==> src/rtl/gray_pkg.sv <==
// Shared types and helpers for the Gray-code position sequencer.
package gray_pkg;

  typedef enum logic [1:0] {
    S_IDLE,
    S_RUN,
    S_DONE
  } state_e;

  function automatic logic [15:0] bin2gray(input logic [15:0] b);
    return b ^ (b >> 1);
  endfunction

endpackage

==> src/rtl/gray_pos_core.sv <==
// Binary position register with wrap compare and registered Gray encode.
module gray_pos_core
  import gray_pkg::*;
#(
  parameter int WIDTH = 4
) (
  input  logic             clk,
  input  logic             reset,
  input  logic             adv,
  input  logic [WIDTH-1:0] limit,
  output logic [WIDTH-1:0] gray,
  output logic             wrapped
);

  logic [WIDTH-1:0] bin_q, bin_d;
  logic [WIDTH-1:0] gray_q, gray_d;
  logic             wrap_q;
  logic             at_lim;

  // >= so a position left above a smaller new limit wraps too
  always_comb begin
    at_lim = (bin_q >= limit);
    bin_d  = bin_q;
    if (adv) begin
      bin_d = at_lim ? '0 : bin_q + 1'b1;
    end
    gray_d = WIDTH'(bin2gray(16'(bin_d)));
  end

  always_ff @(posedge clk) begin
    if (reset) begin
      bin_q  <= '0;
      gray_q <= '0;
      wrap_q <= 1'b0;
    end else begin
      bin_q  <= bin_d;
      gray_q <= gray_d;
      wrap_q <= adv & at_lim;
    end
  end

  assign gray    = gray_q;
  assign wrapped = wrap_q;

endmodule

==> src/rtl/gray_seq_ctrl.sv <==
// Run controller: FSM, prescaler and step counter driving gray_pos_core.
module gray_seq_ctrl
  import gray_pkg::*;
#(
  parameter int WIDTH = 4
) (
  input  logic             clk,
  input  logic             reset,
  input  logic             start,
  input  logic             stop,
  input  logic [WIDTH+3:0] cfg_len,
  input  logic [WIDTH-1:0] cfg_limit,
  input  logic [7:0]       cfg_div,
  input  logic             cfg_cont,
  output logic             busy,
  output logic             done,
  output logic             aborted,
  output logic             step,
  output logic             wrap,
  output logic [WIDTH-1:0] gray
);

  state_e           state_q, state_d;
  logic [7:0]       presc_q, presc_d;
  logic [WIDTH+3:0] rem_q, rem_d;
  logic [WIDTH-1:0] lim_q, lim_d;
  logic [7:0]       div_q, div_d;
  logic             cont_q, cont_d;
  logic             abort_q, abort_d;
  logic             step_q;
  logic             adv;
  logic             tick;

  assign tick = (presc_q == div_q);

  always_comb begin
    state_d = state_q;
    presc_d = presc_q;
    rem_d   = rem_q;
    lim_d   = lim_q;
    div_d   = div_q;
    cont_d  = cont_q;
    abort_d = abort_q;
    adv     = 1'b0;
    unique case (state_q)
      S_IDLE: begin
        if (start) begin
          lim_d   = cfg_limit;
          div_d   = cfg_div;
          cont_d  = cfg_cont;
          rem_d   = cfg_len;
          presc_d = '0;
          abort_d = 1'b0;
          state_d = S_RUN;
        end
      end
      S_RUN: begin
        if (stop) begin
          abort_d = 1'b1;
          state_d = S_DONE;
        end else if (!cont_q && rem_q == '0) begin
          state_d = S_DONE;
        end else if (tick) begin
          adv     = 1'b1;
          presc_d = '0;
          if (!cont_q) begin
            rem_d = rem_q - 1'b1;
            if (rem_q == (WIDTH+4)'(1)) begin
              state_d = S_DONE;
            end
          end
        end else begin
          presc_d = presc_q + 8'd1;
        end
      end
      S_DONE: state_d = S_IDLE;
      default: state_d = S_IDLE;
    endcase
  end

  always_ff @(posedge clk) begin
    if (reset) begin
      state_q <= S_IDLE;
      presc_q <= '0;
      rem_q   <= '0;
      lim_q   <= '0;
      div_q   <= '0;
      cont_q  <= 1'b0;
      abort_q <= 1'b0;
      step_q  <= 1'b0;
    end else begin
      state_q <= state_d;
      presc_q <= presc_d;
      rem_q   <= rem_d;
      lim_q   <= lim_d;
      div_q   <= div_d;
      cont_q  <= cont_d;
      abort_q <= abort_d;
      step_q  <= adv;
    end
  end

  gray_pos_core #(
    .WIDTH(WIDTH)
  ) u_core (
    .clk    (clk),
    .reset  (reset),
    .adv    (adv),
    .limit  (lim_q),
    .gray   (gray),
    .wrapped(wrap)
  );

  assign busy    = (state_q == S_RUN);
  assign done    = (state_q == S_DONE);
  assign aborted = abort_q;
  assign step    = step_q;

endmodule

==> config.mk <==
export PLATFORM = sky130hd
export DESIGN_NAME = gray_seq_ctrl
export DESIGN_NICKNAME = d
export VERILOG_FILES = /design/src/rtl/gray_pkg.sv /design/src/rtl/gray_pos_core.sv /design/src/rtl/gray_seq_ctrl.sv
export SDC_FILE = /design/constraint.sdc
export NUM_CORES = 1
export LEC_CHECK = 0
export CAP_MARGIN = 20
export CORE_MARGIN = 3
export CORE_UTILIZATION = 30
export DETAILED_ROUTE_END_ITERATION = 12
export HOLD_SLACK_MARGIN = 0.03
export SYNTH_ARGS = -nofsm -noshare
export SYNTH_HDL_FRONTEND = slang
export SYNTH_HIERARCHICAL = 1
export SYNTH_SLANG_ARGS = --single-unit
==> constraint.sdc <==
create_clock -name clk -period 2.1 [get_ports clk]
set_input_delay 0.21 -clock clk [delete_from_list [all_inputs] [get_ports clk]]
set_output_delay 0.21 -clock clk [all_outputs]
set_load 0.02 [all_outputs]
# --- Word-level counts from Yosys, hierarchy flattened ---
# Index checks and enable logic that the tools add are counted.
classes:
  add_sub_neg: 3
  n_lt_le_gt_ge: 1
  n_eq_ne: 13
  n_mux: 27
  n_bitwise: 2
  n_reduce_logical: 10
ops:
  columns: ["operator", "count"]
  rows:
  - ["two-way mux 8 bit", 9]
  - ["one-hot mux 8 bit (2 select lines)", 2]
  - ["two-way mux 2 bit", 6]
  - ["inequality test 2 bit (second input constant)", 5]
  - ["adder 8 x 1 -> 8 bit (second input constant)", 1]
  - ["== test 8 x 1 -> 1 bit (second input constant)", 1]
  - ["== test 8 bit", 1]
  - ["logical NOT 8 bit", 1]
  - ["two-way mux 4 bit", 2]
  - ["inequality test 4 x 2 -> 1 bit (second input constant)", 2]
  - ["AND reduction 4 bit", 2]
  - ["subtractor 8 x 1 -> 8 bit (second input constant)", 1]
  - ["two-way mux 1 bit", 6]
  - ["AND reduction 6 bit", 1]
  - ["adder 4 x 1 -> 4 bit (second input constant)", 1]
  - ["greater-or-equal comparator 4 bit", 1]
  - ["inequality test 4 x 3 -> 1 bit (second input constant)", 1]
  - ["one-hot mux 2 bit (2 select lines)", 1]
  - ["bitwise XOR 4 x 3 -> 4 bit", 1]
  - ["AND reduction 3 bit", 1]
  - ["== test 2 x 1 -> 1 bit (second input constant)", 1]
  - ["== test 2 bit (second input constant)", 1]
  - ["logical NOT 2 bit", 1]
  - ["inequality test 2 x 1 -> 1 bit (second input constant)", 1]
  - ["6 further kinds", 6]
totals:
  regBits: 42
  input_bits: 25
  word_cells: 67

# --- Logic depth before layout (Yosys ltp) ---
# Gate-level depths: netlist of the first run.
logic_depth:
  ltp_word: 7
  depth_mapped: 10
  mapped_depth_nobuf: 9

# --- Hierarchy ---
# The synthesis of the first run kept the hierarchy.
by_module_without_submodules:
  columns: ["mod", "instances", "cells_each", "area_per_inst_um2", "seq_area_each_um2"]
  rows:
  - ["gray_seq_ctrl", 1, 211, 1730.4, 660.6]
  - ["gray_pos_core", 1, 69, 579.3, 160.2]

# --- Least setup slack after synthesis of the first run ---
# No wires, ideal clock.
synth_path:
  path_type: "reg-to-reg"
  startpoint: "reg presc_q[1]"
  endpoint: "reg u_core.bin_q[3]"
  setup_ps: 70
  arrival_ps: 2081
  required_ps: 2030
  slack_ps: -51
  path_stages_with_launch: 9
  path_buffers: 1
  synth_period_minus_slack_ps: 2151
  cell_sequence: "dfxtp_1 -> xor2_1 -> nor4_4 -> nand2_1 -> nor3_1 -> buf_2 -> or3b_1 -> a221o_2 -> a21oi_1"
synth_between:
  elab_chain_len: 6
synth_lines:
  columns: ["item", "line_no", "text"]
  rows:
  - ["start, declared", "gray_seq_ctrl.sv:24", "logic [7:0] presc_q, presc_d;"]
  - ["start signal, assigned", "gray_seq_ctrl.sv:93", "presc_q <= presc_d;"]
  - ["== test 8 bit", "gray_seq_ctrl.sv:34", "assign tick = (presc_q == div_q);"]
  - ["two-way mux 1 bit", "gray_seq_ctrl.sv:63", "end else if (tick) begin"]
  - ["two-way mux 1 bit", "gray_seq_ctrl.sv:61", "end else if (!cont_q && rem_q == '0) begin"]
  - ["two-way mux 1 bit", "gray_seq_ctrl.sv:58", "if (stop) begin"]
  - ["two-way mux 1 bit", "gray_seq_ctrl.sv:45", "unique case (state_q)"]
  - ["net adv", "gray_seq_ctrl.sv:31", "logic adv;"]
  - ["two-way mux 4 bit", "gray_pos_core.sv:24", "if (adv) begin"]
  - ["end signal, assigned", "gray_pos_core.sv:36", "bin_q <= bin_d;"]
  - ["end, declared", "gray_pos_core.sv:15", "logic [WIDTH-1:0] bin_q, bin_d;"]
# The timed path passes the listed nets, and every way through them passes these cells.
# A chain may end at the register's enable or synchronous reset.

# --- Worst setup path after layout of the first run ---
layout_path:
  startpoint: "reg rem_q[0]"
  endpoint: "reg u_core.bin_q[3]"
layout_between:
  elab_chain_len: 6
layout_lines:
  columns: ["item", "line_no", "text"]
  rows:
  - ["start, declared", "gray_seq_ctrl.sv:25", "logic [WIDTH+3:0] rem_q, rem_d;"]
  - ["start signal, assigned", "gray_seq_ctrl.sv:94", "rem_q <= rem_d;"]
  - ["logical NOT 8 bit", "gray_seq_ctrl.sv:61", null]
  - ["logical AND 1 bit", "gray_seq_ctrl.sv:61", null]
  - ["two-way mux 1 bit", "gray_seq_ctrl.sv:61", null]
  - ["two-way mux 1 bit", "gray_seq_ctrl.sv:58", null]
  - ["two-way mux 1 bit", "gray_seq_ctrl.sv:45", null]
  - ["net adv", "gray_seq_ctrl.sv:31", null]
  - ["two-way mux 4 bit", "gray_pos_core.sv:24", null]
# The timed path passes the listed nets, and every way through them passes these cells.

==> impl_results.md, run 1 <==
- Drt first pass iters: 5
- Post-Syn Instances: between 200 and 300
- Worst Path Arrival: about 2.3 ns
- Sequential fraction of the synthesis area: between 30 and 40%
- Mapped Area: 2310 sq um
- Total die area: roughly 8800 sq um
- Max-slew headroom: between 50 and 60%
- Critical Setup Path Class: reg2reg
- Period Utilization, post-route: 100%
- Critical Path Start Type: flop
- Drt initial violations: between 100 and 150
- Rows: 31
- Slowest stage cell, crit path: or3b_4
- CTS tree: done
- Worst-skew pair later-pin latency: slightly below 0.3 ns
- P per Cell Area: 653 nW/um^2
- Worst Tran Pin Value: slightly below 0.7 ns
- GRT Total Usage: between 10 and 15%
- R2r worst-path depth: 8
- Outcome: finished, violations left
- Yosys top cell by area: dfxtp_1
- Crit-path cells: inv_1 > ha_1 > nor4b_4 > and2_4 > nor3_4 > or3b_4 > a221o_2 > a21oi_2
- Maxcap violations: 0
- Routability cong.: between 0.8 and 0.9
- Top post-synthesis cells by area: dfxtp_1, nand2_1, a21oi_1
- Final Hold Fails: 0
- H-tree Lvls: 2
- Max-slew violations: 0
- Initial antenna violation count: 0
- Routed WL per cell: around 13 microns
- Via count of the first global-routing pass: approximately 2,100
- F_max: approximately 480 MHz
- Largest net degree at the start of global routing: 19
- R2r setup slk: -0.005 ns
- Beginning of the worst register-to-register path: rem_q[0]$_SDFFE_PP0P_
- DP Area: about 3000 sq um
- Starting Density: around a third
- Seq cells post-synth: 41
- N_diodes: 0
- Fill cells: 719
- Non-Filler Instances: 448
- Synth cell types: 54
- Fin crit period: ~2.1 ns
- Detailed placement HPWL: between 4000 and 5000 microns
- VDD IR max: around 0.00026 V
- Drt via density: approximately 5
- Max Buffers Root-to-Sink: 2
- Synth Flop Type: dfxtp_1
- Critical path peak fanout: 4
- GR Overflow Total: 0
- Hold path startpoint: div_q[2]$_SDFFE_PP0P_
- Worst path required time: around 2.3 ns
- Clock Skews: about 0.0076 ns
- Core box area: 7370 sq um
- Register area: ~820 sq um
- I/O pins: 34
- Placed Instances: around 440
- Post-synth EDFFs: 0
- Hold Slack: between 0.4 and 0.5 ns
- CTS sink count: 41
- Post-synth ARST share: 0%
- Violated checks: negative setup slack
- Post-route antenna net violation count: 0
- CP peak stage delay: approximately 0.41 ns
- Port buffer count: 33
- Crit Reg-Reg Endpoint: u_core/bin_q[3]$_SDFF_PP0_
- Hold path cells: 2
- Net count, final: 382
- Hold EP: div_q[2]$_SDFFE_PP0P_
- Synthesized Nets: 314
- Area of the multi-input gates: 1420 sq um
- Syn avg cell area: roughly 8.2 sq um
- DRC: 0
- DIE WIDTH: approximately 94 microns
- Final WS setup: -0.00451 ns
- Worst min-delay path category: reg2reg
- Vias: around 2,200
- Setup violators final: 1
- CTS Buf Count: 5
- Die H: between 90 and 100 microns
- CP endpoint kind: flop
- Leak pwr: 1.27 nW
- First-pass GRT wire length: 9940 microns
- Setup crit start: rem_q[0]$_SDFFE_PP0P_
- Root buffer cell: clkbuf_8
- Yosys warnings: 6
- # hold bufs at CTS: 0
- Area delta synth->final: 37.4%
- Layout cell share with drive strength beyond 1: around a fifth
- Share of the synthesized area in the top cell type: 35.5%
- Detailed Route WL: 5920 microns
- RSZ-0062 raised after global routing: yes
- Fin area: ~3200 sq um
- Worst-path clk slew: around 0.090 ns
-- Yosys cell counts, types with 3 or more instances --
cell type and number:
a21oi_1 29, a31oi_1 3, and2_1 3, and3_1 3
buf_1 3, buf_2 4, clkbuf_1 6, dfxtp_1 41
ha_1 9, inv_1 11, nand2_1 44, nand2b_1 9
nand3_1 7, nand4_1 5, nor2_1 13, nor3_1 4
nor4_1 4, o2111ai_1 3, o211ai_1 4, o21ai_0 7
o311ai_0 3, o31ai_1 6, or3b_1 4, xnor2_1 4
xor2_1 15
-- worst max-delay path: cells and delay by family (launching register included) --
family                   cells  cell delay [ns]
flip-flops                   1             0.34
AO/OA/AOI/OAI                2             0.48
adder cells (fa/ha/maj)      1             0.21
buffers and inverters        1             0.07
AND/OR/NAND/NOR              4             0.94
-- cell families (layout without fill, tap and decap cells) --
| kind of cell | count (synthesis) | count (layout) | synth area share, % |
|---|---|---|---|
| buffers and inverters | 27 | 96 | 5.15 |
| AOI/OAI and AO/OA | 75 | 75 | 22.0 |
| DFF | 41 | 41 | 35.5 |
| and+or+nand+nor | 109 | 109 | 25.2 |
| adders and majority gates | 9 | 9 | 4.88 |
| xor gates and xnor gates | 19 | 19 | 7.20 |
-- routing by layer --
metal	GRT usage [%]	up-vias	routed length, microns	part of all wire [%]
met5	0	-	0	0
met4	3.97	0	32	0.54
met3	2.32	6	317	5.4
met2	23.2	68	2840	48
met1	18.5	1033	2740	46
li1	-	1139	-	-
-- registers in the layout, summed over array words and instances (netlist names) --
signal and flops:
div_q 8, rem_q 8, aborted 1, u_core/bin_q 4, step 1, u_core/gray 3
state_q 2, cont_q 1, u_core/wrapped 1, lim_q 4, presc_q 8
-- cell type report --
class,count,share of cell area (%)
Clock buffer,7,3.04
Clock inverter,1,0.158
Inverter,11,1.30
Multi-Input combinational cell,212,44.8
Sequential cell,41,25.9
Tap cell,99,3.90
Timing Repair Buffer,77,20.9
-- stage by stage --
stage	utilization (%)	power [W]	TNS, ns	setup WS [ns]
floorplan	-	0.00121	-0.0411	-0.0411
global placement	40.7	0.00146	-0.897	-0.194
detailed placement	40.7	0.00146	-1.08	-0.226
CTS	42.5	0.00207	0	0.00276
global route	43.1	0.00219	-0.203	-0.105
finish	43.1	0.00207	-0.00451	-0.00451
-- worst max path at each step --
stage	to	slack [ns]
after detailed placement	u_core/gray[2]$_SDFF_PP0_	-0.23
after floorplan	u_core/bin_q[3]$_SDFF_PP0_	-0.04
after CTS	u_core/bin_q[3]$_SDFF_PP0_	0.003
after global routing	u_core/bin_q[3]$_SDFF_PP0_	-0.11
final	u_core/bin_q[3]$_SDFF_PP0_	-0.005
after global placement	u_core/gray[2]$_SDFF_PP0_	-0.19
-- what timing repair did --
item | in CTS | in global routing
pin swaps | 2 | 2
setup endpoints to repair | 3 | 6
buffers inserted | 0 | 2
resized for setup | 6 | 10
-- placed cells by master, fill, tap and decap left out, drive strengths merged, types with 5 or more instances in the layout --
cell           synthesis  layout
a21oi                 30      30
buf                    9      44
clkbuf                 7       7
clkdlybuf4s50          0      33
dfxtp                 41      41
ha                     9       9
inv                   11      11
nand2                 44      44
nand2b                 9       9
nand3                  7       7
nand4                  5       5
nor2                  13      13
nor4                   6       6
o21ai                  7       7
o31ai                  6       6
or3b                   5       5
xor2                  15      15
-- where the power goes --
| part | internal [W] | total [W] | switching, W |
|---|---|---|---|
| combinational | 0.000302 | 0.000630 | 0.000328 |
| clock | 0.000298 | 0.000585 | 0.000288 |
| sequential | 0.000824 | 0.000857 | 0.0000333 |
No activity file was read; power rests on OpenSTA's default activity.
==> run 2: changes to the inputs <==
Settings changed: CORE_UTILIZATION 30 to 49, PLACE_DENSITY from default to 0.76.
==> run 2 against run 1 <==
Against the previous run: the run still ends with negative setup slack left; routed wire length shrank 2.4%; die area down 37%; setup slack worse by 0.015 ns; global-route usage rose by 7.9 points; largest power group unchanged; cell count is 11% lower; sequential cell count is the same; first-iteration DRC count is 75% higher; combinational power shrank 1%; highest routed layer unchanged; non-clock buffer count is 1 lower; sequential power about the same.
==> impl_results.md, run 2 (synthesis gave the netlist of run 1 again) <==
- GRT Total Usage: 21.8% (+7.9 points)
- Fin crit period: 2.12 ns (+0.0153 ns)
- Highest metal layer with signal wires: met4
- Violated checks: negative setup slack
- Worst-skew pair later-pin latency: 0.30 ns (about the same)
- Max-slew headroom: 53.3% (-1.2 points)
- Root buffer cell: clkbuf_8
- Via count of the first global-routing pass: 2,141 (+1.8%)
- Worst Path Arrival: 2.35 ns (+0.02 ns)
- Starting Density: 52.0% (+21 points)
- Die H: 74.7 microns (-20%)
- RSZ-0062 raised after global routing: yes
- First-pass GRT wire length: 9500 microns (-4.4%)
- DRC: 0 (unchanged)
- Sw Ratio: 29.8% (-1.5 points)
- Routed WL per cell: 14.5 microns (+9.3%)
- Sequential power share: 40.0% (-1.4 points)
- Total die area: 5570 sq um (-37%)
- Metal2 WL: 2750 microns (-3.1%)
- Post-route antenna net violation count: 0 (unchanged)
- F_max: 472 MHz (-0.72%)
- Final Hold Fails: 0 (unchanged)
- M1 wire length: 2670 microns (-2.5%)
- Worst path required time: 2.33 ns (about the same)
- Worst Tran Pin Value: 0.694 ns (+0.0172 ns)
- Largest net degree at the start of global routing: 18 (-1)
- Max-slew violations: 0 (unchanged)
- Net count, final: 381 (-0.26%)
- Critical Path Start Type: flop
- Worst-path clk slew: 0.08 ns (about the same)
- H-tree Lvls: 2 (unchanged)
- Critical Setup Path Class: reg2reg
- GR Overflow Total: 0 (unchanged)
- Biggest regs: div_q: 8 flops, presc_q: 8 flops, rem_q: 8 flops
- Area delta synth->final: 34.8%
- Period Utilization, post-route: 101% (+0.73 points)
- Outcome: finished, violations left
- Critical path peak fanout: 9 (+5)
- Worst min-delay path category: in2reg
- DP Worst Slack: -0.172 ns (+0.0540 ns)
- I/O pins: 34 (unchanged)
- Fill cells: 367 (-49%)
- Initial antenna violation count: 0 (unchanged)
- Most frequent cells in the layout: nand2_1, buf_4, dfxtp_1, clkdlybuf4s50_1, a21oi_1
- TNS Setup: -0.0198 ns (-0.0153 ns)
- Total net switching power: 0.000642 W (-1.1%)
- CTS Buf Count: 5 (unchanged)
- Vias: 2,310 (+2.8%)
- Clock Skews: 0.00520 ns (-0.00239 ns)
- N_diodes: 0 (unchanged)
- CP endpoint kind: flop
- Drt initial violations: 180 (+75%)
- Maxcap violations: 0 (unchanged)
- Layout cell share with drive strength beyond 1: 19.3% (-0.52 points)
- Leak pwr: 1.27 nW (-0.32%)
- Comb pwr share: 29.0% (-1.4 points)
- Rows: 24 (-23%)
- Clk pwr share: 31.0% (+2.8 points)
- Max Buffers Root-to-Sink: 2 (unchanged)
- Core box area: 4440 sq um (-40%)
- CTS sink count: 41 (unchanged)
- Drt first pass iters: 4 (-1)
- Final WS setup: -0.0198 ns (-0.0153 ns)
- Detailed placement HPWL: 4210 microns (-4.9%)
- # hold bufs at CTS: 0 (unchanged)
- Drt via density: 5.78 (+15%)
- P per Cell Area: 691 nW/um^2 (+5.7%)
- Int Pwr: 0.00151 W (+6.0%)
- Setup violators final: 1 (unchanged)
- Port buffer count: 33 (unchanged)
- VDD IR max: 0.000423 V (+62%)
- CTS tree: done
- Routed length on met3: 284 microns (-10%)
- Routability cong.: 0.928 (+14%)
- Detailed Route WL: 5780 microns (-2.4%)
- DIE WIDTH: 74.7 microns (-20%)
## run 2: cell type report
cell class	instances	area [sq um]	area share, %
Multi-Input combinational cell	212	1410	45.4
Sequential cell	41	825	26.5
Timing Repair Buffer	76	653	21.0
Clock buffer	7	86.3	2.77
Tap cell	52	65.1	2.09
Inverter	11	41.3	1.33
Clock inverter	1	30.0	0.964
## run 2: repair_timing
| item | in CTS | in global routing |
|---|---|---|
| resized for setup | 2 | 11 |
| setup endpoints to repair | 3 | 4 |
| buffers inserted | 0 | 1 |
| gates cloned | 0 | 0 |
| pin swaps | 0 | 3 |
| hold endpoints to repair | 0 | 0 |
## run 2: final timing paths
path,depth (start not counted),slack [ns],startpoint,endpoint
max,8,-0.02,rem_q[5]$_SDFFE_PP0P_,u_core/gray[2]$_SDFF_PP0_
max reg2reg,8,-0.02,rem_q[5]$_SDFFE_PP0P_,u_core/gray[2]$_SDFF_PP0_
min,3,0.45,cfg_div[4],div_q[4]$_SDFFE_PP0P_
min reg2reg,2,0.46,lim_q[2]$_SDFFE_PP0P_,lim_q[2]$_SDFFE_PP0P_
## run 2: power by group through the flow
stage | Clock [W] | Combinational, W | Sequential (W)
2_1_floorplan | 0 | 0.000328 | 0.000881
3_3_place_gp | 0 | 0.000570 | 0.000871
3_5_place_dp | 0 | 0.000580 | 0.000874
4_1_cts | 0.000684 | 0.000588 | 0.000856
5_1_grt | 0.000705 | 0.000682 | 0.000866
6_report | 0.000667 | 0.000624 | 0.000860
## run 2: through the flow
| step | instances | total power (W) | hold slack [ns] | cell area (sq um) | util [%] |
|---|---|---|---|---|---|
| finish | 400 | 0.00215 | 0.452 | 3110 | 70.1 |
| floorplan | 280 | 0.00121 | 0.334 | 2310 | - |
| global placement | 391 | 0.00144 | 0.442 | 2940 | 66.2 |
| global route | 400 | 0.00225 | 0.467 | 3110 | 70.1 |
| detailed placement | 391 | 0.00145 | 0.457 | 2940 | 66.2 |
| CTS | 399 | 0.00213 | 0.449 | 3070 | 69.1 |
## run 2: critical path, cell delays in order (launching register included)
cell      delay [ns]
dfxtp_1         0.35
nor4_1          0.45
and2_2          0.29
nor3_4          0.05
buf_4           0.16
nand4_1         0.07
o211ai_1        0.15
a2111o_1        0.38
a31oi_1         0.16
## run 2: per-layer routing
metal | up-vias | global-route usage (%)
met2 | 70 | 36.1
met4 | 0 | 7.71
met1 | 1091 | 28.1
met5 | - | 0
li1 | 1140 | -
met3 | 9 | 4.67
